==> src/rtl/alu_sequencer.sv <==
// Sequences 16/32-bit ops over an external 16-bit ALU; done at N+2 (16b), N+3 (32b), N+1 (illegal) after accept edge N.
// No backpressure: req is sampled only in IDLE and ignored while busy.
module alu_sequencer (
    input  logic        clk,
    input  logic        reset,
    input  logic        req,
    input  logic [3:0]  opcode,
    input  logic [31:0] opa,
    input  logic [31:0] opb,
    input  logic        use_cflag,
    output logic        busy,
    output logic        done,
    output logic [31:0] result,
    output logic        cflag,
    output logic        zflag,
    output logic        err,
    output logic [15:0] alu_a,
    output logic [15:0] alu_b,
    output logic [9:0]  alu_sel,
    output logic        alu_cin,
    input  logic [15:0] alu_out,
    input  logic        alu_cout,
    input  logic        alu_zout
);

    typedef enum logic [1:0] {IDLE, LO, HI, FIN} state_t;

    state_t      state;
    logic [3:0]  op_q;
    logic [31:0] a_q;
    logic [31:0] b_q;
    logic        usec_q;
    logic [15:0] lo_q;
    logic        cout_lo;
    logic        zout_lo;
    logic        is32;

    assign is32 = (op_q == 4'd10) || (op_q == 4'd11);

    // Opcodes 0..9 map onto select bits 9..0; the 32-bit ops reuse add/sub.
    function automatic logic [9:0] sel_of(input logic [3:0] op);
        case (op)
            4'd10:   sel_of = 10'b00_0000_1000;
            4'd11:   sel_of = 10'b00_0000_0100;
            default: sel_of = (op <= 4'd9) ? (10'b10_0000_0000 >> op) : 10'b0;
        endcase
    endfunction

    always_comb begin
        alu_a   = '0;
        alu_b   = '0;
        alu_sel = '0;
        alu_cin = 1'b0;
        case (state)
            LO: begin
                alu_a   = a_q[15:0];
                alu_b   = b_q[15:0];
                alu_sel = sel_of(op_q);
                alu_cin = usec_q & cflag;
            end
            HI: begin
                alu_a   = a_q[31:16];
                alu_b   = b_q[31:16];
                alu_sel = sel_of(op_q);
                alu_cin = cout_lo;
            end
            default: ;
        endcase
    end

    always_ff @(posedge clk) begin
        if (reset) begin
            state   <= IDLE;
            busy    <= 1'b0;
            done    <= 1'b0;
            result  <= '0;
            cflag   <= 1'b0;
            zflag   <= 1'b0;
            err     <= 1'b0;
            op_q    <= '0;
            a_q     <= '0;
            b_q     <= '0;
            usec_q  <= 1'b0;
            lo_q    <= '0;
            cout_lo <= 1'b0;
            zout_lo <= 1'b0;
        end else begin
            done <= 1'b0;
            case (state)
                IDLE: begin
                    if (req) begin
                        op_q   <= opcode;
                        a_q    <= opa;
                        b_q    <= opb;
                        usec_q <= use_cflag;
                        busy   <= 1'b1;
                        if (opcode > 4'd11) begin
                            // Illegal op: flag it and leave result/flags alone.
                            err   <= 1'b1;
                            done  <= 1'b1;
                            state <= FIN;
                        end else begin
                            state <= LO;
                        end
                    end
                end
                LO: begin
                    if (is32) begin
                        lo_q    <= alu_out;
                        cout_lo <= alu_cout;
                        zout_lo <= alu_zout;
                        state   <= HI;
                    end else begin
                        result <= {16'h0000, alu_out};
                        cflag  <= alu_cout;
                        zflag  <= alu_zout;
                        err    <= 1'b0;
                        done   <= 1'b1;
                        state  <= FIN;
                    end
                end
                HI: begin
                    result <= {alu_out, lo_q};
                    cflag  <= alu_cout;
                    zflag  <= zout_lo & alu_zout;
                    err    <= 1'b0;
                    done   <= 1'b1;
                    state  <= FIN;
                end
                FIN: begin
                    busy  <= 1'b0;
                    state <= IDLE;
                end
                default: state <= IDLE;
            endcase
        end
    end

endmodule

==> config.mk <==
export PLATFORM = sky130hd
export DESIGN_NAME = alu_sequencer
export DESIGN_NICKNAME = d
export VERILOG_FILES = /design/src/rtl/alu_sequencer.sv
export SDC_FILE = /design/constraint.sdc
export NUM_CORES = 1
export LEC_CHECK = 0
export BUFFER_PORTS_ARGS = -buffer_cell sky130_fd_sc_hd__buf_2
export CORE_MARGIN = 5
export CORE_UTILIZATION = 45
export DETAILED_ROUTE_END_ITERATION = 12
export GPL_TIMING_DRIVEN = 0
export PLACE_DENSITY_LB_ADDON = 0.08
export SETUP_SLACK_MARGIN = 0.3
export SYNTH_ARGS = -nofsm -noshare
export SYNTH_HDL_FRONTEND = slang
export SYNTH_SLANG_ARGS = --single-unit
==> constraint.sdc <==
create_clock -name clk -period 1.7 [get_ports clk]
set_clock_uncertainty 0.15 [all_clocks]
set_input_delay 0.34 -clock clk [delete_from_list [all_inputs] [get_ports clk]]
set_output_delay 0.34 -clock clk [all_outputs]
set_load 0.05 [all_outputs]
Word-level counts from Yosys, hierarchy flattened
Index checks and enable logic that the tools add are counted.

storage, ports and cells
  output and inout bits = 80
  RAM bits = 0
  memories kept = 0
  memory bits (read-only) = 0
  flip-flop bits (word level) = 126
  input bits = 90
  bits in latches = 0

operators by class
  reductions and logical operators = 11
  shifts and indexed selects = 1
  $lt $le $gt $ge = 2
  equal/unequal tests = 8
  multipliers = 0
  div/mod/pow operators = 0
  bitwise gates (word level) = 2
  add/subtract/negate cells = 0
  mux-type cells = 26

operators with widths
  operator                                                               count
  16-bit case mux with 2 select lines                                    2
  32-bit case mux with 2 select lines                                    1
  32-bit two-way mux                                                     1
  10-bit two-way mux                                                     2
  10-bit case mux with 2 select lines                                    1
  1-bit two-way mux                                                      10
  10-bit by 4-bit right shift with 10-bit output (first input constant)  1
  4-bit == test (second input constant)                                  2
  1-bit case mux with 2 select lines                                     4
  2-bit case mux with 4 select lines                                     1
  2-bit AND reduction                                                    4
  2-bit inequality test (second input constant)                          3
  1-bit case mux with 3 select lines                                     2
  2-bit == test (second input constant)                                  2
  4-bit greater-than comparator (second input constant)                  1
  4-bit <= comparator (second input constant)                            1
  2-bit two-way mux                                                      2
  4-bit AND reduction                                                    1
  2-bit nonzero test                                                     2
  3-bit nonzero test                                                     1
  1-bit bitwise AND                                                      2
  2-bit by 1-bit == test with 1-bit output (second input constant)       1
  2-bit logical NOT                                                      1
  2-bit OR reduction                                                     1
  1-bit logical OR                                                       1

Logic depth before layout (Yosys ltp)
Gate-level depths: netlist (run 1).

  depth in word-level cells = 4
  depth in mapped cells = 8
  mapped depth without buffers = 5

Least setup slack after synthesis (run 1)
OpenSTA, ideal clock, no wires.

  kind = register -> output
  start point = reg state[0]
  end point = out alu_sel[9]
  slack = -1037 ps
  arrival = 2247 ps
  required time = 1210 ps
  cell stages (with the launch flop) = 5
  path through = dfxtp_1 -> inv_1 -> ha_1 -> or3b_2 -> nor3_1

between the ends
  longest elaborated chain between the ends = 3
  elaborated cells between the ends (all ways) = 4

ends and longest elaborated chain
  what                                                                       line  text
  from (decl)                                                                28    state_t state;
  from (signal assigned)                                                     73    state <= IDLE;
  from (signal assigned)                                                     101   state <= FIN;
  from (signal assigned)                                                     103   state <= LO;
  2-bit by 1-bit == test with 1-bit output or 2-bit == test (tied branches)  54    case (state)
  2-bit OR reduction (no line) *                                             --
  10-bit two-way mux *                                                       --
  to (decl)                                                                  19    output logic [9:0] alu_sel,

Mark *: on every way between the ends. The rest lies on a longest branch, timed or not.

Worst setup path in the final report (run 1)
Ends and elaborated chain as after synthesis.

==> impl_metrics.toml, run 1 <==
[routing]
vias = 5384
routed_wl_um = 18250
wl_per_cell_um = 18.16
dr.pass1.iters = 5
route.met2.wl_um = 9233
highest_layer = "met4"
viasPerCell = 5.357
drt.antenna.violating_nets = 0
wl_met1_um = 7250
drc = 0
drtIter0Drc = 234
met3WireLength_um = 1316

[synthesis]
synth_area_mm2 = 0.005220
synthXorXnorAreaFrac = 0.001678
syn_inst = 629
syn_avg_cell_area_um2 = 8.299
yosysWarnings = 0
synth.distinct_cells = 37
synth_top_family_by_area = "compound AO/OA/AOI/OAI gates"
synth_compound_area_frac = 0.2174
ys_seq_area_frac = 0.4832
muxShareOfSynthArea = 0.03068
ys_ff_latch = 126
syn-num-nets = 724
synthAdderAreaFrac = 0.01198
synth_simple_gate_area_frac = 0.2028

[critical_path]
endpoint_kind = "output pin"
worstPathArrival_ns = 1.87
slowest_delay_ns = 0.45
crit_path_cell_trace = "inv_4, ha_4, or3b_4, nor3_4, buf_6"
critPathLaunchType = "flop"
path_buf_inv = 2
cp_top_family = "simple AND/OR/NAND/NOR gates"
crit_fanout = 4
slowest_stage = "or3b_4"
critPathKind = "reg -> out"
cp.required_ns = 1.21

[cts]
root_buffer = "clkbuf_16"
numCtsBuffers = 17
cts_tree = "built"
cts_sinks = 126
clk_latency_ns = 0.41
ctsLongestPathBuffers = 2
h-tree-depth = 4
clk_pin_slew_worst_paths_ns = 0.05
holdBufCountCts = 0

[floorplan]
die_area_mm2 = 0.01385
die_w_um = 117.7
core_mm2 = 0.01142
ios = 170
chipHeight_um = 117.7
fp-row-count = 39
start_util = 0.4572

[outcome]
outcome = "finished with violations"
violations = "negative setup slack"

[layout]
ff_latch_area_mm2 = 0.002530
final_common_cell = "nand2_1"
multi_input_comb_area_mm2 = 0.003333
n_antenna_cell = 0
syn_to_final_growth_pct = 69.08
utilization = 0.7730
drive_above_1_share = 0.4977
nFillCells = 764
layout_common_cells = "nand2_1, dfxtp_1, buf_2"
finalNetCount = 944

[run]
max-cap-violations = 0

[sta]
rsz0062_at_grt = "yes"
setup_viol = 96
fmax_mhz = 423.1
fin_crit_ns = 2.363
drv_slew = 0
hold_viol = 0
finalCritPeriodShare = 1.390
setup_slack_ns = -0.6633
setup_tns_ns = -46.11
worst_pin_slew_ns = 0.7052
relSlewSlack = 0.5299

[global_route]
grt_max_degree = 17
first_global_vias = 5682
grt_usage = 0.2539
antenna_found_initial = 0
overflow = 0
grt_pass1_wl_um = 28530

[pwr]
p_leak_nw = 3.578
irDropWorstVdd_v = 0.0008898
p_per_area_mw_per_mm2 = 1566

[placed_design]
post-dp-hpwl_um = 11830
port_buffers = 169
place_congestion = 0.8452

[hold_path]
worstHoldPathType = "in -> reg"
[worst min-delay path: cells and delay by family]
kind	cells	cell delay (ns)
buf+inv	1	0.09
simple gates	1	0.05
compound gates	1	0.05
[path summary, 6_finish.rpt]
kind                         startpoint                     to  slack, ns  cells past startpoint
setup / recovery  state[0]$_SDFFE_PP0N_             alu_sel[9]      -0.66                      5
hold / removal                   opb[8]    b_q[8]$_SDFFE_PP0P_       0.02                      3
setup reg to reg  state[0]$_SDFFE_PP0N_       err$_SDFFE_PP0P_      -0.45                      9
hold reg to reg   lo_q[10]$_SDFFE_PP0P_  lo_q[10]$_SDFFE_PP0P_       0.30                      2
[power by group]
| group | switching, mW | internal [mW] | leakage (nW) | total (mW) |
|---|---|---|---|---|
| sequential | 0.348 | 3.44 | 1.03 | 3.79 |
| clock | 1.31 | 2.23 | 0.272 | 3.53 |
| combinational | 3.62 | 2.88 | 2.28 | 6.50 |
[cell families (layout without fill, tap and decap cells)]
| kind of cell | after synthesis | count (layout) |
|---|---|---|
| AO/OA/AOI/OAI | 183 | 183 |
| XOR/XNOR | 1 | 1 |
| adder cells (fa/ha/maj) | 5 | 5 |
| buffers and inverters | 58 | 291 |
| flip-flops | 126 | 126 |
| multiplexers | 16 | 16 |
| AND/OR/NAND/NOR | 240 | 240 |
[per-layer routing]
| metal | vias to the layer above | track usage |
|---|---|---|
| met1 | 2562 | 0.2878 |
| met3 | 37 | 0.08602 |
| met5 | - | 0 |
| li1 | 2606 | - |
| met4 | 0 | 0.09032 |
| met2 | 179 | 0.4427 |
[synth_stat cells (all sizes together)]
master / instances / area, µm²
nor2b: 35 / 219.0
a41oi: 1 / 8.760
a22o: 16 / 140.1
dfxtp: 126 / 2522
o2111ai: 1 / 8.760
nand4b: 1 / 15.01
inv: 4 / 15.01
nor3: 4 / 31.28
nor2: 10 / 40.04
nand2: 179 / 671.9
a221oi: 1 / 8.760
mux2i: 16 / 160.2
buf: 25 / 147.6
and4b: 1 / 13.76
or2: 1 / 6.260
nand3b: 3 / 22.52
clkbuf: 29 / 110.1
nand4: 1 / 6.260
a22oi: 32 / 240.2
a211oi: 18 / 135.1
nand3: 1 / 5.000
a32oi: 1 / 8.760
a311oi: 2 / 17.52
o21ai: 3 / 15.01
ha: 5 / 62.56
xor2: 1 / 8.760
and2: 1 / 6.260
a21oi: 108 / 551.8
or3b: 1 / 8.760
nand2b: 2 / 12.51
[final cells by class]
class | instances | area share
clock inverter | 10 | 0.01290
timing repair buffer | 201 | 0.1737
multi-input combinational | 445 | 0.3777
tap | 143 | 0.02027
inverter | 4 | 0.002268
clock buffer | 22 | 0.05259
sequential | 126 | 0.2866
buffer | 54 | 0.07400
[through the flow]
step / setup WS (ns) / area, µm² / total power [mW] / hold WS [ns] / std cells
final: -0.6633 / 8826 / 13.82 / 0.01893 / 1005
after global routing: -0.7197 / 8826 / 14.42 / 0.01165 / 1005
after CTS: -0.6633 / 8401 / 13.12 / 0.006510 / 999
after detailed placement: -0.7836 / 6681 / 8.434 / 0.2965 / 941
after global placement: -0.7757 / 6681 / 8.333 / 0.2903 / 941
after floorplan: -0.3387 / 5657 / 7.270 / 0.2860 / 629
[repair_timing]
item | in CTS | in global routing
pin swaps | 59 | 27
gates cloned | 8 | 2
resized for setup | 224 | 110
buffers inserted | 18 | 4
endpoints found under the setup margin | 206 | 206
[registers in the layout (all words and copies together), names as in the netlist, 2 cells and up]
register and flops:
a_q 32, b_q 32, lo_q 16, op_q 4, result 32, state 2
Note: power is estimated with default switching activity, not from simulation.
==> run 2: changes to the inputs <==
ABC_AREA = 1   (was unset)
TNS_END_PERCENT = 5   (was unset)
==> impl_metrics.toml, run 2 <==
[outcome]
outcome = "finished with violations"
violations = "negative setup slack"

[floorplan]
core_mm2 = 0.01196
die_w_um = 120.3
start_util = 0.4574
die_area_mm2 = 0.01446
chipHeight_um = 120.3
fp-row-count = 40
ios = 170

[placed_design]
place_congestion = 0.8094
dp_cells = 1114
pre_cts_ws_ns = -0.2935
port_buffers = 168
post-dp-hpwl_um = 12670

[synthesis]
syn_avg_cell_area_um2 = 6.848
yosysMostFrequentCell = "nor2_1"
synth.distinct_cells = 23
synth_area_mm2 = 0.005471
syn_inst = 799
synthAdderAreaFrac = 0.01143
synth-edff-count = 0
synth_compound_area_frac = 0.1365
ys_seq_area_frac = 0.4610
syn-num-nets = 894
synthXorXnorAreaFrac = 0
muxShareOfSynthArea = 0
yosys-top-cells-area = "dfxtp_1, nor2_1, nand2_1"
synth_top_family_by_area = "simple AND/OR/NAND/NOR gates"
synth_simple_gate_area_frac = 0.3147
synth.top_cell.area_share = 0.4610
yosysWarnings = 0
synth_commonest_cells = "nor2_1, nand2_1, dfxtp_1"
ys_ff_latch = 126
synth-main-ff-cell = "dfxtp_1"
yosysTopAreaCell = "dfxtp_1"
ys_async_sr_fraction = 0

[pwr]
irDropWorstVdd_v = 0.0008516
comb_power_share = 0.484
clkPwrFrac = 0.251
switching_share = 0.4149
p_sw_mw = 6.506
p_seq_frac = 0.266
p_total_mw = 15.68
p_per_area_mw_per_mm2 = 1663
power.internal_mw = 9.176
p_leak_nw = 3.857

[global_route]
overflow = 0
grt_pass1_wl_um = 30490
grt_max_degree = 17
antenna_found_initial = 0
grt_usage = 0.2678
first_global_vias = 5841

[critical_path]
critPathLaunchType = "flop"
worstPathArrival_ns = 1.76
endpoint_kind = "output pin"
crit_fanout = 10
critPathKind = "reg -> out"
cp.required_ns = 1.21

[cts]
ctsLongestPathBuffers = 2
cts_tree = "built"
cts_sinks = 126
clk_pin_slew_worst_paths_ns = 0.06
h-tree-depth = 4
numCtsBuffers = 17
clk_latency_ns = 0.42
root_buffer = "clkbuf_16"

[layout]
n_antenna_cell = 0
layout_common_cells = "nand2_1, nor2_1, dfxtp_1"
finalNetCount = 1098
stdcell_count = 1163
drive_above_1_share = 0.4449
reg.largest.list = "a_q x32, b_q x32, result x32"
syn_to_final_growth_pct = 72.35
final_common_cell = "nand2_1"

[sta]
setup_tns_ns = -21.63
relSlewSlack = 0.4840
finalCritPeriodShare = 1.321
hold_viol = 0
drv_slew = 0
hold_slack_ns = 0.007762
rsz0062_at_grt = "yes"
fin_crit_ns = 2.246
setup_viol = 48
setup_slack_ns = -0.5457
worst_pin_slew_ns = 0.7740
fmax_mhz = 445.3

[routing]
drt.antenna.violating_nets = 0
routed_wl_um = 19680
drc = 0
wl_per_cell_um = 16.92
vias = 6146
drtIter0Drc = 509
dr.pass1.iters = 5
viasPerCell = 5.285

[run]
max-cap-violations = 0

[hold_path]
worstHoldPathType = "in -> reg"
[run 2: changes by cell type after synthesis, sizes merged, moves of 4 or more]
cell | previous run | this run
nor2 | 10 | 189
nand3 | 1 | 38
o21ai | 3 | 75
a211oi | 18 | 1
nor3 | 4 | 0
nor2b | 35 | 0
nand4 | 1 | 18
a21oi | 108 | 70
a22o | 16 | 0
a22oi | 32 | 0
inv | 4 | 33
mux2i | 16 | 0
buf | 25 | 31
[run 2: power by group through the flow]
stage	combinational (mW)	sequential, mW	clock [mW]
2_1_floorplan	3.52	4.74	0
3_3_place_gp	5.56	3.97	0
3_5_place_dp	5.58	3.99	0
4_1_cts	7.08	4.09	3.94
5_1_grt	8.06	4.23	4.08
6_report	7.59	4.17	3.93
[run 2: layout make-up]
type / instances / area (µm²)
multi-input cells: 581 / 3610
flip-flops and latches: 126 / 2551
fillers: 814 / 2531
repair buffers: 185 / 1568
plain buffers: 58 / 728.2
clock buffers: 21 / 480.5
well taps: 147 / 183.9
clock inverters: 11 / 160.2
inverters: 34 / 148.9
[run 2: per-stage QoR]
step	cell area (µm²)	util
after floorplan	6092	-
after global placement	7117	0.5950
after detailed placement	7117	0.5950
after CTS	9086	0.7596
after global routing	9430	0.7884
final	9430	0.7884
[run 2: critical path, cell delays in order (launching register included)]
cell       delay [ns]
dfxtp_4          0.37
inv_6            0.08
ha_4             0.15
buf_8            0.13
clkbuf_16        0.17
nand2_1          0.09
a21oi_4          0.17
buf_8            0.16
[run 2: what timing repair did]
action,in CTS,in global routing
pin swaps,74,29
endpoints found under the hold margin,8,0
endpoints found under the setup margin,205,206
resized for setup,379,104
buffers inserted,7,2
hold buffers,8,0
[run 2: logic make-up after synthesis]
| group | count (synthesis) |
|---|---|
| and+or+nand+nor | 428 |
| adders and majority gates | 5 |
| DFF | 126 |
| AOI/OAI and AO/OA | 148 |
| buffers and inverters | 92 |
[run 2: path summary, 6_finish.rpt]
check                       endpoint  cells past startpoint                  start  slack, ns
max                         alu_a[6]                      7  state[0]$_SDFFE_PP0N_      -0.55
min             a_q[14]$_SDFFE_PP0P_                      3                opa[14]      0.008
max reg2reg  result[20]$_SDFFE_PP0P_                      9  state[1]$_SDFFE_PP0N_      -0.02
min reg2reg     lo_q[6]$_SDFFE_PP0P_                      2   lo_q[6]$_SDFFE_PP0P_       0.32
[run 2: per-layer routing]
metal	global-route usage	vias up	part of all wire	routed length, µm
li1	-	2983	-	-
met1	0.3728	2886	0.44	8732
met2	0.4074	249	0.46	9047
met3	0.06688	28	0.081	1593
met4	0.08782	0	0.016	308
met5	0	-	0	0
